<file path="config.mk">
export PLATFORM = sky130hd
export DESIGN_NAME = mux_scan_receiver
export DESIGN_NICKNAME = d
export VERILOG_FILES = /design/src/rtl/mux_scan_receiver.sv
export SDC_FILE = /design/constraint.sdc
export NUM_CORES = 1
export LEC_CHECK = 0
export CAP_MARGIN = 25
export CORE_ASPECT_RATIO = 1.1
export CORE_UTILIZATION = 58
export CTS_BUF_LIST = sky130_fd_sc_hd__clkbuf_4 sky130_fd_sc_hd__clkbuf_8
export DETAILED_ROUTE_END_ITERATION = 10
export GPL_ROUTABILITY_DRIVEN = 1
export GPL_TIMING_DRIVEN = 0
export PLACE_DENSITY = 0.87
export SLEW_MARGIN = 25
export SYNTH_ARGS = -nofsm -noshare
export SYNTH_HDL_FRONTEND = slang
export SYNTH_SLANG_ARGS = --single-unit
export TNS_END_PERCENT = 100
</file>
<file path="constraint.sdc">
create_clock -name CLK -period 2.3 [get_ports CLK]
set_input_delay 0.23 -clock CLK [delete_from_list [all_inputs] [get_ports CLK]]
set_output_delay 0.23 -clock CLK [all_outputs]
set_load 0.01 [all_outputs]
</file>
<file path="src/rtl/mux_scan_receiver.sv">
// mux_scan_receiver: scans an 8:1 complementary mux, one 8-bit frame per START; MUX_SCAN_RX_COMPL_CHECK_EN enables the Y0/Y1 fault check.
// Latency 8*(SETTLE+1) cycles START->VALID; no backpressure, START is ignored (not queued) while BUSY.
module mux_scan_receiver #(
  parameter int unsigned SETTLE = 1
) (
  input  logic       CLK,
  input  logic       RST,
  input  logic       START,
  input  logic       Y0,
  input  logic       Y1,
  output logic       A1,
  output logic       A2,
  output logic       A4,
  output logic       EZ,
  output logic [7:0] Q,
  output logic       VALID,
  output logic       ERR,
  output logic       BUSY
);

  typedef enum logic [1:0] {
    S_IDLE,
    S_SETTLE,
    S_SAMPLE
  } state_t;

  localparam logic [3:0] SETTLE_LAST = 4'((SETTLE > 0) ? SETTLE - 1 : 0);
  localparam state_t     SLOT_ENTRY  = (SETTLE > 0) ? S_SETTLE : S_SAMPLE;

  state_t     state;
  state_t     state_nxt;
  logic [2:0] addr;
  logic [3:0] cnt;
  logic [7:0] cap;
  logic       last_slot;

  assign last_slot = (addr == 3'd7);

  always_ff @(posedge CLK) begin
    if (RST) begin
      state <= S_IDLE;
    end else begin
      state <= state_nxt;
    end
  end

  always_comb begin
    state_nxt = state;
    unique case (state)
      S_IDLE:   if (START) state_nxt = SLOT_ENTRY;
      S_SETTLE: if (cnt == SETTLE_LAST) state_nxt = S_SAMPLE;
      S_SAMPLE: state_nxt = last_slot ? S_IDLE : SLOT_ENTRY;
      default:  state_nxt = S_IDLE;
    endcase
  end

  // Address only moves on the edge that samples it, so Y0/Y1 are read at a settled address.
  always_ff @(posedge CLK) begin
    if (RST) begin
      addr  <= 3'd0;
      cnt   <= 4'd0;
      cap   <= 8'h00;
      Q     <= 8'h00;
      VALID <= 1'b0;
    end else begin
      VALID <= 1'b0;
      unique case (state)
        S_IDLE: begin
          addr <= 3'd0;
          cnt  <= 4'd0;
        end
        S_SETTLE: begin
          cnt <= (cnt == SETTLE_LAST) ? 4'd0 : cnt + 4'd1;
        end
        S_SAMPLE: begin
          cap[addr] <= Y0;
          if (last_slot) begin
            Q     <= {Y0, cap[6:0]};
            VALID <= 1'b1;
            addr  <= 3'd0;
          end else begin
            addr <= addr + 3'd1;
          end
        end
        default: begin
          addr <= 3'd0;
          cnt  <= 4'd0;
        end
      endcase
    end
  end

`ifdef MUX_SCAN_RX_COMPL_CHECK_EN
  logic acc;
  logic slot_fault;

  // A healthy mux always drives Y1 = ~Y0; equality means a stuck or shorted line.
  assign slot_fault = (Y0 == Y1);

  always_ff @(posedge CLK) begin
    if (RST) begin
      acc <= 1'b0;
      ERR <= 1'b0;
    end else if (state == S_IDLE) begin
      acc <= 1'b0;
    end else if (state == S_SAMPLE) begin
      acc <= acc | slot_fault;
      if (last_slot) begin
        ERR <= acc | slot_fault;
      end
    end
  end
`else
  logic unused_y1;

  assign unused_y1 = Y1;
  assign ERR       = 1'b0;
`endif

  assign A1   = addr[2];
  assign A2   = addr[1];
  assign A4   = addr[0];
  assign EZ   = (state == S_IDLE);
  assign BUSY = (state != S_IDLE);

endmodule

</file>
======== After elaboration in Yosys (flattened, before gate mapping) ========
Cells that the tools add are included.
Widths: inputs -> output; s select.
word-level totals
  output and inout bits ................... 15
  ROM bits ................................ 0
  memory bits (writable) .................. 0
  register bits after elaboration ......... 26
  memories kept ........................... 0
  word-level logic and storage cells ...... 35
  bits in latches ......................... 0
  input bits .............................. 5
operators by class
  bitwise gates (word level) .............. 1
  magnitude comparators ................... 2
  shift operators ......................... 0
  multipliers ............................. 0
  mux-type cells .......................... 12
  equal/unequal tests ..................... 5
  add/sub/neg operators ................... 2
  div/mod/pow operators ................... 0
  reduce and logical (&&, ||, !) cells .... 7
operator list
  cell                 count
  $bwmux 8             1
  $pmux 4 s2           1
  $pmux 2 s3           1
  $pmux 3 s2           1
  $add 4x1->4 const B  1
  $logic_not 4->1      1
  $lt 3x4->1 const B   1
  $mux 2               2
  $mux 4               1
  $ne 2x2->1 const B   2
  $reduce_and 2->1     2
  $add 3x1->3 const B  1
  $demux 1 s3          1
  $eq 3x3->1 const B   1
  $ge 3x1->1 const B   1
  $mux 1               3
  $mux 3               1
  $eq 2x1->1 const B   1
  $eq 2x2->1 const B   1
  $logic_not 2->1      1
  $reduce_bool 2->1    1
  $reduce_or 2->1      1
  $logic_and 1x1->1    1
  $not 1->1            1

======== Logic depth before layout (Yosys ltp) ========
Gate-level depths: netlist (run 1).
  word-level depth ........................ 5
  depth in mapped cells ................... 6
  depth with buffers taken out ............ 5

======== Least setup slack after synthesis (run 1) ========
No wires, ideal clock.
  path kind ............................... register to register
  start point ............................. reg addr[0]
  end point ............................... reg Q[5]
  data arrival time ....................... 1380 ps
  path slack .............................. 800 ps
  stages on the path, launching flop included .. 7
  cell sequence ........................... dfxtp_1 > ha_1 > ha_1 > buf_2 > nand3b_1 > nand2_1 > a21oi_1
between the ends
  longest elaborated chain between the ends .. 2
ends and longest elaborated chain
  element                            line  source
  start, declared                    32    logic [2:0] addr;
  start signal, assigned             82    addr <= addr + 3'd1;
  $eq 3x3->1                         37    assign last_slot = (addr == 3'd7);
  via last_slot                      35    logic last_slot;
  $reduce_and 2->1 (no source line)  n/a
  end signal, assigned               78    Q <= {Y0, cap[6:0]};
  end, declared                      15    output logic [7:0] Q,
The timed path passes the listed nets, and every way through them passes these cells.
A chain may end at the register's enable or synchronous reset.

======== Worst setup path after layout (run 1) ========
  start point ............................. reg state[0]
  end point ............................... out EZ
between the ends
  longest elaborated chain between the ends .. 1
ends and longest elaborated chain
  element                 line  source
  start, declared         30    state_t state;
  start signal, assigned  43    state <= state_nxt;
  $logic_not 2->1         123   assign EZ = (state == S_IDLE);
  end, declared           14    output logic EZ,
No other way between the ends.

==> results of run 1 <==
[critical path, cell delays in order, from the launching register on]
cell	delay, ns
dfxtp_1	0.34
buf_6	0.13
or2_2	0.30
inv_1	0.05
clkdlybuf4s50_1	0.52
[stage by stage]
stage	cells	cell area [sq um]
finish	172	1370
global route	172	1370
CTS	172	1370
detailed placement	168	1340
global placement	168	1340
floorplan	125	1150
[worst paths after layout]
kind	start	end	slack [ns]	cells after the start
max	state[0]	EZ	0.40	4
min	RST	cap[0]	0.29	3
max reg2reg	addr[0]	Q[6]	0.51	6
min reg2reg	Q[4]	Q[4]	0.46	2
[state kept, by name, indices dropped and copies added, names as in the netlist]
signal,count
Q,8
VALID,1
addr,3
cap,7
cnt,4
state,2
[final cells by class]
cell class	instances	area (sq um)
sequential	25	500
tap	27	33.8
timing repair buffer	16	160
fill	136	448
clock buffer	4	30.0
buffer	8	57.6
multi-input combinational	88	577
inverter	4	15.0
[where the power goes]
part	switching, uW	leakage [uW]	internal [uW]	total (uW)
Combinational	33.2	0.000319	33.2	66.4
Sequential	2.83	0.000202	437	439
Clock	130	0.0000184	79.8	210
Total	166	0.000539	550	716
[logic make-up after synthesis]
family          after synthesis  share of synthesized area (%)
fa+ha+maj                     4                           4.35
flops                        25                           43.5
compound gates               17                           9.25
mux                           7                           6.09
simple gates                 59                           30.1
other cells                   1                          0.326
buf+inv                      12                           6.31
[Yosys cell counts, types with 2 or more instances]
master and n:
nor2b_1 4, nand2b_1 8, a21oi_1 10, nand2_1 13, nand3_1 12, ha_1 4, buf_2 4, nor2_1 6
mux2i_1 7, a22oi_1 3, dfxtp_1 25, nand3b_1 6, buf_6 2, buf_4 2, inv_1 4, and2b_2 2
[per-layer routing]
metal / vias to the layer above / global-route usage [%]
met5: - / 0
met3: 5 / 3.36
li1: 465 / -
met1: 434 / 29.5
met4: 0 / 9.09
met2: 14 / 37.3
==> results.ini, run 1 <==
[worst_setup_path]
path_max_fanout=10
worstPathArrival_ns=1.67
path_class=register to output pin
worstPathRequired_ns=2.07
endpoint_kind=output pin
crit_path_start_kind=register

[timing]
layout_worst_path_cycle_share_pct=82.4
tns_ns=0
fmaxAchievable_mhz=528
timing.final.hold_violations=0
whs_ns=0.288
report.final.slew_viol_count=0
grt_setup_unrepaired=false
period_needed_ns=1.90
finalClockSkew_ns=0.00306
setup_slack_ns=0.404
setup_viol=0

[synthesis]
synth.area.top_cells=dfxtp_1, mux2i_1, nand3_1
synth_top_area_share_pct=43.5
synth_flop_cell=dfxtp_1
synth-seq-cells=25
synth_warnings=0
syn_inst=125
synth_cell_type_count=29
synth_edf_count=0
yosysSeqAreaShare_pct=43.5
synth_top_cell_by_area=dfxtp_1
ys_async_sr_fraction_pct=0
netlist_area_sq_um=1150
synth_nets=134
syn_area_per_cell_sq_um=9.20

[route]
avgViaCountPerCell=5.34
wl_met3_microns=43
wl_per_cell_microns=12.2
top_layer_used=met4
met1_length_microns=966
ant_nets=0
drc=0
wirelength_mm=2.09
wl_met2_mm=1.04
drt_iter0_drc=20
vias=918
first_pass_iters=4

[power_and_ir_drop]
power_density_nw_per_um2=521
power_uw=716
power.leakage_uw=0.000539
peakVddDrop_mv=0.371

[cells_and_area]
drive_gt1_share_pct=12.4
n_antenna_cell=0
num-nets-final=155
final_common_cell=dfxtp_1
mostFrequentLayoutCells=dfxtp_1, clkdlybuf4s50_1, nand2_1, nand3_1, a21oi_1
area_delta_synth_final_pct=19.5
fin_util_pct=75.4

[global_routing]
grt_use_total_pct=22.8
grt-ovfl-total=0
grt_max_degree=14
grt_antenna_before_repair=0
grt_pass1_vias=824
grt_pass1_wl_mm=3.67

[cts]
cts_setup_buffers=0
ctsHoldBuffers=0
cts_resized=0
clockBufferDepth=2
cts.sinks=25
cts_tree=done
cts_root_buffer=clkbuf_4
cts_buffers=3
cts-htree-levels=1
clk_latency_ns=0.32
path_clk_slew_ns=0.13

[status]
outcome=complete, no violations

[placement]
dp_hpwl_mm=1.53
port_buffers=16
place.gp.congestion=0.818
pre_cts_slack_ns=0.518

[floorplan]
design.core.area_sq_um=1820
dieArea_sq_um=2160
rows=16
initial_utilization_pct=63.1
ioPinCount=20
die_h_microns=48.7
die_x_microns=44.5

[flow_run]
cap_violations=0

[min_path]
hp-class=input pin to register

(Power assumes the default switching activity.)
==> inputs of run 2 (changes only) <==
- CORE_UTILIZATION: 58 -> 53
- PLACE_DENSITY: 0.87 -> 0.8
- clock period: 2.3 -> 1.95 ns (I/O delays scaled with it)
==> results.ini, run 2 (synthesized netlist as in run 1, its figures left out) <==
[power_and_ir_drop]
power_density_nw_per_um2=606  ; +16%
power_uw=833  ; +16%
power.leakage_uw=0.000535  ; -0.83%
peakVddDrop_mv=0.495  ; +33%

[global_routing]
grt_max_degree=16  ; +2
grt_pass1_wl_mm=3.74  ; +1.9%
grt_use_total_pct=22.1  ; -0.67 points
grt-ovfl-total=0  ; unchanged
grt_antenna_before_repair=0  ; unchanged
grt_pass1_vias=885  ; +7.4%

[worst_setup_path]
reg2reg_to=Q[3]
worstPathArrival_ns=1.66  ; about the same
endpoint_kind=output pin
worstPathRequired_ns=1.75  ; -0.32 ns
critPathLaunch=state[0]
reg2reg_from=addr[0]
path_class=register to output pin
worst_r2r_path_depth=6  ; unchanged
path_max_fanout=10  ; unchanged
r2r_slack_ns=0.23  ; -0.28 ns
crit_path_start_kind=register

[route]
wl_met3_microns=36  ; -16%
vias=900  ; -2.0%
avgViaCountPerCell=5.20  ; -2.5%
wl_met2_mm=1.13  ; +9.0%
first_pass_iters=4  ; unchanged
wl_per_cell_microns=12.6  ; +4.0%
ant_nets=0  ; unchanged
wirelength_mm=2.19  ; +4.6%
drt_iter0_drc=9  ; -55%
drc=0  ; unchanged
top_layer_used=met4
met1_length_microns=981  ; +1.6%

[floorplan]
initial_utilization_pct=56.9  ; -6.2 points
dieArea_sq_um=2360  ; +9.0%
ioPinCount=20  ; unchanged
die_h_microns=50.9  ; +4.4%
die_x_microns=46.4  ; +4.4%
design.core.area_sq_um=2020  ; +11%
rows=17  ; +1

[timing]
fmaxAchievable_mhz=538
finalClockSkew_ns=0.0108  ; +0.00773 ns
setup_viol=0  ; unchanged
tns_ns=0  ; unchanged
grt_setup_unrepaired=false
period_needed_ns=1.86
whs_ns=0.260  ; -0.0283 ns
timing.final.hold_violations=0  ; unchanged
layout_worst_path_cycle_share_pct=95.3
report.final.slew_viol_count=0  ; unchanged

[flow_run]
cap_violations=0  ; unchanged

[cts]
clk_latency_ns=0.32  ; about the same
cts_setup_buffers=0  ; unchanged
cts_buffers=3  ; unchanged
cts_root_buffer=clkbuf_4
cts.sinks=25  ; unchanged
clockBufferDepth=2  ; unchanged
cts_tree=done
ctsHoldBuffers=0  ; unchanged
cts_resized=0  ; unchanged
cts-htree-levels=1  ; unchanged
path_clk_slew_ns=0.14  ; about the same

[min_path]
min-delay-start=RST
min_to=cap[1]
hp-class=input pin to register
whs_path_depth=3  ; unchanged

[placement]
dp_hpwl_mm=1.60  ; +4.3%
place.gp.congestion=0.767  ; -6.2%
port_buffers=16  ; unchanged
post-place-cells=169  ; +0.60%

[cells_and_area]
reg_top3=Q x8, cap x7, cnt x4
mostFrequentLayoutCells=dfxtp_1, clkdlybuf4s50_1, nand2_1, nand3_1, a21oi_1
area_delta_synth_final_pct=19.6  ; about the same
final_common_cell=dfxtp_1
n_antenna_cell=0  ; unchanged
regMostFlops=Q
multi_input_area_sq_um=577  ; unchanged
layoutNonFillerInstCount=173  ; +0.58%
num-nets-final=155  ; unchanged
regArea_sq_um=500  ; unchanged
largest_reg_flops=8  ; unchanged
n_fill_cell=159  ; +17%
drive_gt1_share_pct=12.4  ; unchanged

[status]
outcome=complete, no violations

-- run 2: final cells by class --
class	count	area share [%]
Inverter	4	1.09
Sequential cell	25	36.4
Buffer	8	4.19
Clock inverter	1	0.546
Multi-Input combinational cell	88	41.9
Tap cell	28	2.55
Clock buffer	3	1.64
Timing Repair Buffer	16	11.6
-- run 2: how the worst max path moves through the flow --
| stage | endpoint |
|---|---|
| 6_report | EZ |
| 5_1_grt | EZ |
| 2_1_floorplan | Q[5] |
| 3_5_place_dp | Q[2] |
| 4_1_cts | EZ |
| 3_3_place_gp | Q[5] |
-- run 2: where the power goes --
group          switching, uW  internal [uW]  total (uW)
Sequential              3.26            515         518
Combinational           39.6           39.2        78.8
Clock                    157           78.5         236
-- run 2: worst max-delay path, cell delays in order (launching register included) --
cell and delay, ns:
dfxtp_1 0.34, buf_6 0.13, or2_2 0.30, inv_1 0.06
clkdlybuf4s50_1 0.52
-- run 2: metal layers --
metal / up-vias / track usage [%]
met3: 5 / 3.18
li1: 468 / -
met1: 417 / 26.6
met4: 0 / 10.8
met2: 10 / 37.0
met5: - / 0
-- run 2: through the flow --
step / area (sq um) / setup slack, ns / utilization (%)
global route: 1380 / 0.0374 / 68.0
CTS: 1380 / 0.0823 / 68.0
detailed placement: 1350 / 0.214 / 66.6
finish: 1380 / 0.0922 / 68.0
floorplan: 1150 / 0.450 / -
global placement: 1350 / 0.204 / 66.6
